--- config.mk ---
export PLATFORM = sky130hd
export DESIGN_NAME = fifo_wptr_full_flat
export DESIGN_NICKNAME = d
export VERILOG_FILES = /design/src/rtl/fifo_wptr_full_if.sv /design/src/rtl/fifo_wptr_full.sv /design/src/flat_wrapper.sv
export SDC_FILE = /design/constraint.sdc
export NUM_CORES = 1
export LEC_CHECK = 0
export CORE_MARGIN = 1.5
export CORE_UTILIZATION = 33
export DETAILED_ROUTE_END_ITERATION = 10
export HOLD_SLACK_MARGIN = 0.06
export PLACE_DENSITY = 0.6
export SLEW_MARGIN = 40
export SYNTH_ARGS = -nofsm -noshare
export SYNTH_HDL_FRONTEND = slang
export SYNTH_SLANG_ARGS = --single-unit
--- constraint.sdc ---
create_clock -name w_clk -period 11.82 [get_ports w_clk]
set_clock_uncertainty 0.05 [all_clocks]
set_input_delay 2.955 -clock w_clk [delete_from_list [all_inputs] [get_ports w_clk]]
set_output_delay 2.955 -clock w_clk [all_outputs]
set_load 0.02 [all_outputs]
--- src/rtl/fifo_wptr_full_if.sv ---
// Write-side bus of the async FIFO pointer/flag block.
// FIFO_WR_OVF_CNT_EN adds the overflow counter clear/readout signals.
interface fifo_wptr_full_if #(
  parameter int unsigned PTR_SIZE = 8
);
  localparam int unsigned PW = PTR_SIZE + 1;

  logic          w_en;
  logic [PW-1:0] g_rptr;
  logic [PW-1:0] b_wptr;
  logic [PW-1:0] g_wptr;
  logic          full;
  logic          almost_full;
  logic [PW-1:0] wr_level;
`ifdef FIFO_WR_OVF_CNT_EN
  logic          ovf_clr;
  logic [15:0]   ovf_cnt;
`endif

`ifdef FIFO_WR_OVF_CNT_EN
  modport master (output w_en, g_rptr, ovf_clr,
                  input  b_wptr, g_wptr, full, almost_full, wr_level, ovf_cnt);
  modport slave  (input  w_en, g_rptr, ovf_clr,
                  output b_wptr, g_wptr, full, almost_full, wr_level, ovf_cnt);
`else
  modport master (output w_en, g_rptr,
                  input  b_wptr, g_wptr, full, almost_full, wr_level);
  modport slave  (input  w_en, g_rptr,
                  output b_wptr, g_wptr, full, almost_full, wr_level);
`endif
endinterface

--- src/rtl/fifo_wptr_full.sv ---
// Write-domain pointer, full/almost_full and fill-level generator for the async FIFO.
// Optional overflow counter enabled by defining FIFO_WR_OVF_CNT_EN.
module fifo_wptr_full #(
  parameter int unsigned DEPTH       = 256,
  parameter int unsigned PTR_SIZE    = 8,
  parameter int unsigned AF_MARGIN   = 4,
  parameter int unsigned SYNC_STAGES = 2
) (
  input logic              w_clk,
  input logic              w_rst,
  fifo_wptr_full_if.slave  bus
);
  localparam int unsigned PW = PTR_SIZE + 1;

  logic [PW-1:0] b_wptr_q, g_wptr_q, wr_level_q;
  logic          full_q, almost_full_q;
  logic [PW-1:0] sync_q [SYNC_STAGES];

  logic          wr_accept;
  logic [PW-1:0] g_rptr_s, b_rptr_s;
  logic [PW-1:0] b_wptr_next, g_wptr_next, wr_level_next, free_next;
  logic          full_next, almost_full_next;

  // Plain flop chain for the asynchronous Gray read pointer
  always_ff @(posedge w_clk or posedge w_rst) begin
    if (w_rst) begin
      for (int unsigned s = 0; s < SYNC_STAGES; s++) sync_q[s] <= '0;
    end else begin
      sync_q[0] <= bus.g_rptr;
      for (int unsigned s = 1; s < SYNC_STAGES; s++) sync_q[s] <= sync_q[s-1];
    end
  end

  assign g_rptr_s = sync_q[SYNC_STAGES-1];

  // Each binary bit is the XOR of all Gray bits at or above it
  always_comb begin
    b_rptr_s = '0;
    for (int unsigned i = 0; i < PW; i++) b_rptr_s[i] = ^(g_rptr_s >> i);
  end

  always_comb begin
    wr_accept        = bus.w_en & ~full_q;
    b_wptr_next      = b_wptr_q + PW'(wr_accept);
    g_wptr_next      = b_wptr_next ^ (b_wptr_next >> 1);
    full_next        = (g_wptr_next == {~g_rptr_s[PW-1:PW-2], g_rptr_s[PW-3:0]});
    wr_level_next    = b_wptr_next - b_rptr_s;
    free_next        = PW'(DEPTH) - wr_level_next;
    almost_full_next = (free_next <= PW'(AF_MARGIN));
  end

  always_ff @(posedge w_clk or posedge w_rst) begin
    if (w_rst) begin
      b_wptr_q      <= '0;
      g_wptr_q      <= '0;
      wr_level_q    <= '0;
      full_q        <= 1'b0;
      almost_full_q <= 1'b0;
    end else begin
      b_wptr_q      <= b_wptr_next;
      g_wptr_q      <= g_wptr_next;
      wr_level_q    <= wr_level_next;
      full_q        <= full_next;
      almost_full_q <= almost_full_next;
    end
  end

  assign bus.b_wptr      = b_wptr_q;
  assign bus.g_wptr      = g_wptr_q;
  assign bus.wr_level    = wr_level_q;
  assign bus.full        = full_q;
  assign bus.almost_full = almost_full_q;

`ifdef FIFO_WR_OVF_CNT_EN
  logic [15:0] ovf_q;

  // Counts rejected write attempts; clear wins over increment, saturates at max
  always_ff @(posedge w_clk or posedge w_rst) begin
    if (w_rst) begin
      ovf_q <= '0;
    end else if (bus.ovf_clr) begin
      ovf_q <= '0;
    end else if (bus.w_en && full_q && (ovf_q != 16'hFFFF)) begin
      ovf_q <= ovf_q + 16'd1;
    end
  end

  assign bus.ovf_cnt = ovf_q;
`endif
endmodule

--- src/flat_wrapper.sv ---
// flat-port wrapper written by rule: the top's interface ports become plain ports
module fifo_wptr_full_flat 
#(
  parameter int unsigned DEPTH       = 256,
  parameter int unsigned PTR_SIZE    = 8,
  parameter int unsigned AF_MARGIN   = 4,
  parameter int unsigned SYNC_STAGES = 2
)
  (w_clk, w_rst, bus_w_en, bus_g_rptr, bus_b_wptr, bus_g_wptr, bus_full, bus_almost_full, bus_wr_level);
  fifo_wptr_full_if #(.PTR_SIZE(PTR_SIZE)) bus_i ();
  input logic w_clk;
  input logic w_rst;
  input wire logic [$bits(bus_i.w_en)-1:0] bus_w_en;
  input wire logic [$bits(bus_i.g_rptr)-1:0] bus_g_rptr;
  output wire logic [$bits(bus_i.b_wptr)-1:0] bus_b_wptr;
  output wire logic [$bits(bus_i.g_wptr)-1:0] bus_g_wptr;
  output wire logic [$bits(bus_i.full)-1:0] bus_full;
  output wire logic [$bits(bus_i.almost_full)-1:0] bus_almost_full;
  output wire logic [$bits(bus_i.wr_level)-1:0] bus_wr_level;
  assign bus_i.w_en = bus_w_en;
  assign bus_i.g_rptr = bus_g_rptr;
  assign bus_b_wptr = bus_i.b_wptr;
  assign bus_g_wptr = bus_i.g_wptr;
  assign bus_full = bus_i.full;
  assign bus_almost_full = bus_i.almost_full;
  assign bus_wr_level = bus_i.wr_level;
  fifo_wptr_full #(.DEPTH(DEPTH), .PTR_SIZE(PTR_SIZE), .AF_MARGIN(AF_MARGIN), .SYNC_STAGES(SYNC_STAGES)) u_core (.w_clk(w_clk), .w_rst(w_rst), .bus(bus_i));
endmodule
==> summary.md, run 1 <==
| Metric | Value |
|---|---|
| CP Launch Type | input pin |
| Yosys cell types | 44 |
| Initial Util | 34.72% |
| WL final | 4172 µm |
| Status | finished with violations |
| Final setup fails | 0 |
| Clock Power Share | around 11% |
| Largest net degree at the start of global routing | 47 |
| Routed Antenna Nets | 0 |
| WP data arrival | around 6600 ps |
| Die ar. | 7298 µm² |
| Final worst-path cycle share | 54.71% |
| Register share of total power | 30.1% |
| Max-slew violations | 0 |
| Clk Latency, worst-skew pair | 290 ps |
| Grt met2 use | a little under a fifth |
| Mapped Area | between 2000 and 2500 µm² |
| CTS Buffer Depth | 2 |
| #FFs+latches synth | 46 |
| GRT Overall Usage | about 13% |
| Asr flop ratio synth | 100.0% |
| Final setup TNS | 0 ps |
| CP Capture Type | register |
| Routed via count | 1476 |
| Worst Hold Slack | roughly 300 ps |
| Internal | 0.0004613 W |
| Yosys top cell area share | 51.34% |
| First-pass GRT wire length | approximately 7300 µm |
| Detailed Route Iter0 Violations | 36 |
| Nets@finish | 254 |
| Post-CTS Hold Buffers | 0 |
| Failing checks | DRC |
| Power, Total | 0.0008009 W |
| CP Max Fanout | 8 |
| FMAX | between 0.15 and 0.2 GHz |
| CTS-repair resized insts | 0 |
| Met1 Use GR | 17.83% |
| Post-synth EDFFs | 0 |
| RSZ-0062 raised after global routing | no |
| Vias in the first global route | 1522 |
| Routed WL per cell | 13.55 µm |
| Synth cell count leaders | dfrtp_1, xor2_1, xnor2_1 |
| Rel. slew slack | 48.80% |
| Worst VDD drop | 0.1099 mV |
| Max_cap viols | 0 |
| Slew @ Worst Pin | 758.4 ps |
| Leak pwr | 1.236 nW |
| Hold crit path type | register to register |
| Syn. warnings | 0 |
| WHS Path Cells | 0 |
| Switching part of the total | 42.40% |
| Worst EP required | 11990 ps |
| Sequential fraction of the synthesis area | between 50% and 60% |
| Pwr dens | between 200 and 300 nW/µm² |
| Overflow left after global routing | 0 |
| Synth Flop Type | dfrtp_1 |
| Combinational Power Share | a little under 60% |
| CTS HTree Levels | 2 |
| Diodes inserted | 0 |
| Dominant cells by area after synthesis | dfrtp_1, xor2_1, ha_1 |
| Busiest layer in global routing | met2 |
| Dpl hpwl | around 3100 µm |
| GPL Wtd Cong | 0.9252 |
| Setup Fix Bufs, Post-CTS | 0 |
| Reg clk slew, reported paths | 80 ps |
| Tmin final | ~6500 ps |
| Most frequent cell after synthesis | dfrtp_1 |
| Layout overhead on the synthesized area | 24.61% |
| CTS tree | built |
| Vias/cell | 4.792 |
| Syn Inst Count | 189 |
| Area leader, netlist | dfrtp_1 |
| Port bufs | 40 |
| Die height | 85.43 µm |
| Die W | 85.43 µm |
| Top Ports | 41 |
| DRC | 4 |
| # rows | 29 |
| First-pass iteration count of the detailed router | 7 |
| Critical path type | input pin to register |
| Reg2reg path depth | 15 |
| Share of cells above drive strength 1 | 6.494% |
| Hold Fails Final Rpt | 0 |
| CTS buffer count | 5 |
| Initial antenna violation count | 0 |
| Syn_nets | 212 |
| Core Area | 6459 µm² |
| Met3 Use GR | between 3 and 4% |
| CTS Sinks | 46 |
| Switching power | 0.0003396 W |
| Syn_area_per_cell | between 10 and 15 µm² |
| Root buf cell | clkbuf_8 |
stage by stage:
stage	worst slack, ps	cell area, µm²	utilization, %	std cells
after floorplan	5834	2242	-	189
after global placement	5154	2715	42.04	301
after detailed placement	5034	2718	42.08	301
after CTS	5358	2794	43.26	308
after global routing	4980	2794	43.26	308
final	5353	2794	43.26	308
per-layer routing:
layer  part of all wire (%)  wire (µm)  vias up
li1                       -          -      734
met1                     47       1976      701
met2                     46       1904       35
met3                    5.3        221        6
met4                    1.7         70        0
met5                      0          0        -
placed cells by master, fill, tap and decap left out, drive strengths merged, types with 6 or more instances in the layout:
master,n
clkdlybuf4s50,40
nand2,7
ha,10
dfrtp,46
xnor2,17
xor2,18
inv,11
a21oi,7
o21ai,9
clkbuf,7
nand3,6
power groups by stage:
stage,Sequential (W),Combinational [W],Clock (W)
after CTS,0.000241,0.000474,0.0000920
final,0.000241,0.000471,0.0000882
after detailed placement,0.000243,0.000470,0
after global placement,0.000245,0.000466,0
after floorplan,0.000286,0.000275,0
after global routing,0.000249,0.000524,0.0000983
critical path, cell delays in order:
cell             delay [ps]
clkdlybuf4s50_1         440
nor2b_1                 120
ha_1                    270
ha_1                    350
xor2_1                  550
ha_1                    390
nor2b_1                 160
o21ai_0                 200
a21oi_1                 130
or4_1                   520
or4_1                   410
mux2i_1                 130
path summary, 6_finish.rpt:
kind                               startpoint                      to  slack (ps)
min reg2reg                 u_core.sync_q[12]      u_core.g_rptr_s[3]         300
max in group asynchronous               w_rst       u_core.sync_q[12]        8320
max                                  bus_w_en  u_core.bus.almost_full        5350
max reg2reg                u_core.g_rptr_s[7]  u_core.bus.almost_full        7630
min in group asynchronous               w_rst      u_core.g_rptr_s[5]        3020
min                         u_core.sync_q[12]      u_core.g_rptr_s[3]         300
cells by family (layout without fill, tap and decap cells):
group           after synthesis  count (layout)  synth area share (%)
compound gates               32              32                 9.320
flops                        46              46                 51.34
fa+ha+maj                    11              11                 6.473
xor+xnor                     38              38                 18.14
mux                           2               2                0.8929
simple gates                 44              44                 10.94
buf+inv                      16              58                 2.902
flip-flops by register name, summed over array words and instances (netlist names):
name / cells
u_core.bus.b_wptr: 9
u_core.bus.wr_level: 9
u_core.g_rptr_s: 9
u_core.sync_q: 9
u_core.bus.g_wptr: 8
u_core.bus.almost_full: 1
u_core.bus.full: 1
cell type report:
type,count,area (µm²)
Clock buffer,7,76.32
Fill cell,633,3665
Inverter,11,43.79
Multi-Input combinational cell,127,1026
Sequential cell,46,1151
Tap cell,77,96.34
Timing Repair Buffer,40,400.4
Note: power is estimated with default switching activity, not from simulation.
==> inputs of run 2 (changes only) <==
==> constraint.sdc (replaced) <==
create_clock -name w_clk -period 6 [get_ports w_clk]
set_clock_uncertainty 0.05 [all_clocks]
set_input_delay 1.5 -clock w_clk [delete_from_list [all_inputs] [get_ports w_clk]]
set_output_delay 1.5 -clock w_clk [all_outputs]
set_load 0.02 [all_outputs]
==> run 2 against run 1 <==
The run still ends with DRC left. Flip-flop and latch count unchanged. Sequential power increased by 97%. Total power increased by 99%. Combinational power increased by 100%. Core utilization increased by 0.15 points. Worst hold slack improved by 2.7 ps. Final cell count increased by 0.32%. Critical endpoint unchanged. Largest cell class unchanged. Largest power group unchanged. Highest routed layer unchanged.
==> summary.md, run 2 (same netlist as run 1, synthesis figures left out) <==
| Metric | Value |
|---|---|
| Status | finished with violations (unchanged) |
| Failing checks | DRC (unchanged) |
| Met1 Use GR | 17.97% (was 17.83%) |
| Core Area | 6459 µm² (unchanged) |
| RSZ-0062 raised after global routing | no (unchanged) |
| Pwr dens | 569.6 nW/µm² (was 286.6 nW/µm²) |
| CP Capture Type | register (unchanged) |
| Max-slew violations | 0 (unchanged) |
| DRC | 4 (unchanged) |
| Combinational Power Share | 59.2% (was 58.9%) |
| First-pass GRT wire length | 7438 µm (was 7251 µm) |
| Setup Fix Bufs, Post-CTS | 0 (unchanged) |
| WHS Path Cells | 0 (unchanged) |
| Diodes inserted | 0 (unchanged) |
| R2R Path End | u_core.bus.almost_full (unchanged) |
| Die W | 85.43 µm (unchanged) |
| Routed WL per cell | 14.27 µm (was 13.55 µm) |
| Nets@finish | 255 (was 254) |
| Slew @ Worst Pin | 670.9 ps (was 758.4 ps) |
| FMAX | about 0.2 GHz |
| Switching power | 0.0006840 W (was 0.0003396 W) |
| Most frequent cells in the layout | dfrtp_1, clkdlybuf4s50_1, xor2_1, xnor2_1, ha_1 (unchanged) |
| Initial Util | 34.72% (unchanged) |
| Final setup fails | 0 (unchanged) |
| Layout overhead on the synthesized area | 25.06% (was 24.61%) |
| CP Max Fanout | 8 (unchanged) |
| Min-delay src | u_core.sync_q[15] (was u_core.sync_q[12]) |
| Clk Latency, worst-skew pair | 300 ps (was 290 ps) |
| Grt met2 use | 20.62% (was 18.61%) |
| Die ar. | 7298 µm² (unchanged) |
| Switching part of the total | 42.83% (was 42.40%) |
| Final Util | 43.41% (was 43.26%) |
| Critical path type | input pin to register (unchanged) |
| Largest net degree at the start of global routing | 47 (unchanged) |
| Placed instance count | 302 (was 301) |
| Hold Fails Final Rpt | 0 (unchanged) |
| CTS buffer count | 5 (unchanged) |
| Fin cells | 309 (was 308) |
| Register share of total power | 29.7% (was 30.1%) |
| CTS Sinks | 46 (unchanged) |
| Worst Hold Slack | 298.8 ps (was 296.1 ps) |
| Die height | 85.43 µm (unchanged) |
| Reg-to-reg startpoint | u_core.g_rptr_s[6] (was u_core.g_rptr_s[7]) |
| Initial antenna violation count | 0 (unchanged) |
| Root buf cell | clkbuf_8 (unchanged) |
| First-pass iteration count of the detailed router | 7 (unchanged) |
| Filler Cell Count | 626 (was 633) |
| Leak pwr | 1.247 nW (was 1.236 nW) |
| Post-CTS Hold Buffers | 0 (unchanged) |
| Flop2flop setup slack | 1830 ps (was 7630 ps) |
| Final setup TNS | 0 ps (unchanged) |
| Routed Antenna Nets | 0 (unchanged) |
| WP data arrival | 5170 ps (was 6640 ps) |
| Share of cells above drive strength 1 | 7.759% (was 6.494%) |
| Overflow left after global routing | 0 (unchanged) |
| Port bufs | 40 (unchanged) |
| Top Ports | 41 (unchanged) |
| Tmin final | 5000 ps |
| WL final | 4409 µm (was 4172 µm) |
| Dpl hpwl | 3229 µm (was 3090 µm) |
| Worst EP required | 6170 ps (was 11990 ps) |
| CP Launch Type | input pin (unchanged) |
| # rows | 29 (unchanged) |
| Hold crit path type | register to register (unchanged) |
| Max_cap viols | 0 (unchanged) |
| Detailed Route Iter0 Violations | 73 (was 36) |
| Vias in the first global route | 1527 (was 1522) |
| Reg clk slew, reported paths | 80 ps (about the same) |
| Routed via count | 1504 (was 1476) |
| Reg2reg path depth | 15 (unchanged) |
| Clock Power Share | 11.1% (was 11.0%) |
| GPL Wtd Cong | 0.8554 (was 0.9252) |
| Commonest non-fill, non-tap cell in the layout | dfrtp_1 (unchanged) |
| CTS-repair resized insts | 0 (unchanged) |
| Vias/cell | 4.867 (was 4.792) |
| Worst VDD drop | 0.2479 mV (was 0.1099 mV) |
| CTS tree | built (unchanged) |
| Final worst-path cycle share | 83.33% |
| GRT Overall Usage | 13.14% (was 12.72%) |
| CTS HTree Levels | 2 (unchanged) |
| Worst Hold End | u_core.g_rptr_s[6] (was u_core.g_rptr_s[3]) |
| Rel. slew slack | 54.70% (was 48.80%) |
| CTS Buffer Depth | 2 (unchanged) |
| Internal | 0.0009131 W (was 0.0004613 W) |
| Met3 Use GR | 3.016% (was 3.794%) |
| Busiest layer in global routing | met2 (unchanged) |
## run 2: final cells by class
type,count,area (µm²),area share (%)
well taps,77,96.34,3.436
inverters,11,43.79,1.562
clock inverters,2,10.01,0.3570
multi-input cells,127,1026,36.59
clock buffers,5,68.82,2.454
repair buffers,41,407.9,14.55
flip-flops and latches,46,1151,41.05
## run 2: per-layer routing
| layer | routed length, µm | part of all wire, % |
|---|---|---|
| met5 | 0 | 0 |
| met4 | 52 | 1.2 |
| met1 | 2114 | 48 |
| met2 | 2077 | 47 |
| met3 | 165 | 3.7 |
## run 2: power by group through the flow
stage	combinational, W	sequential [W]	clock [W]
CTS	0.000951	0.000477	0.000187
finish	0.000946	0.000474	0.000177
global route	0.00106	0.000487	0.000198
detailed placement	0.000939	0.000482	0
floorplan	0.000541	0.000563	0
global placement	0.000932	0.000486	0
## run 2: critical path: stages
cell             delay, ps
clkdlybuf4s50_1        460
nor2b_1                130
ha_1                   270
ha_1                   370
nand3_1                160
xnor2_1                330
inv_1                  100
ha_1                   420
o21a_1                 150
o31a_1                 150
a21oi_1                 70
or4_1                  510
or4_1                  400
mux2i_1                140
## run 2: worst max path at each step
stage,startpoint,end,slack (ps),depth (start not counted)
after floorplan,bus_w_en,u_core.bus.almost_full,1470,12
after global placement,bus_w_en,u_core.bus.almost_full,850,14
after detailed placement,bus_w_en,u_core.bus.almost_full,680,14
after CTS,bus_w_en,u_core.bus.almost_full,990,14
after global routing,bus_w_en,u_core.bus.almost_full,710,14
final,bus_w_en,u_core.bus.almost_full,1000,14
## run 2: metrics by stage
| step | setup WS [ps] | area [µm²] | total power (W) |
|---|---|---|---|
| 3_3_place_gp | 852.0 | 2723 | 0.001419 |
| 6_report | 1000 | 2804 | 0.001597 |
| 4_1_cts | 989.8 | 2804 | 0.001615 |
| 3_5_place_dp | 680.6 | 2725 | 0.001421 |
| 5_1_grt | 707.1 | 2804 | 0.001743 |
| 2_1_floorplan | 1469 | 2242 | 0.001104 |
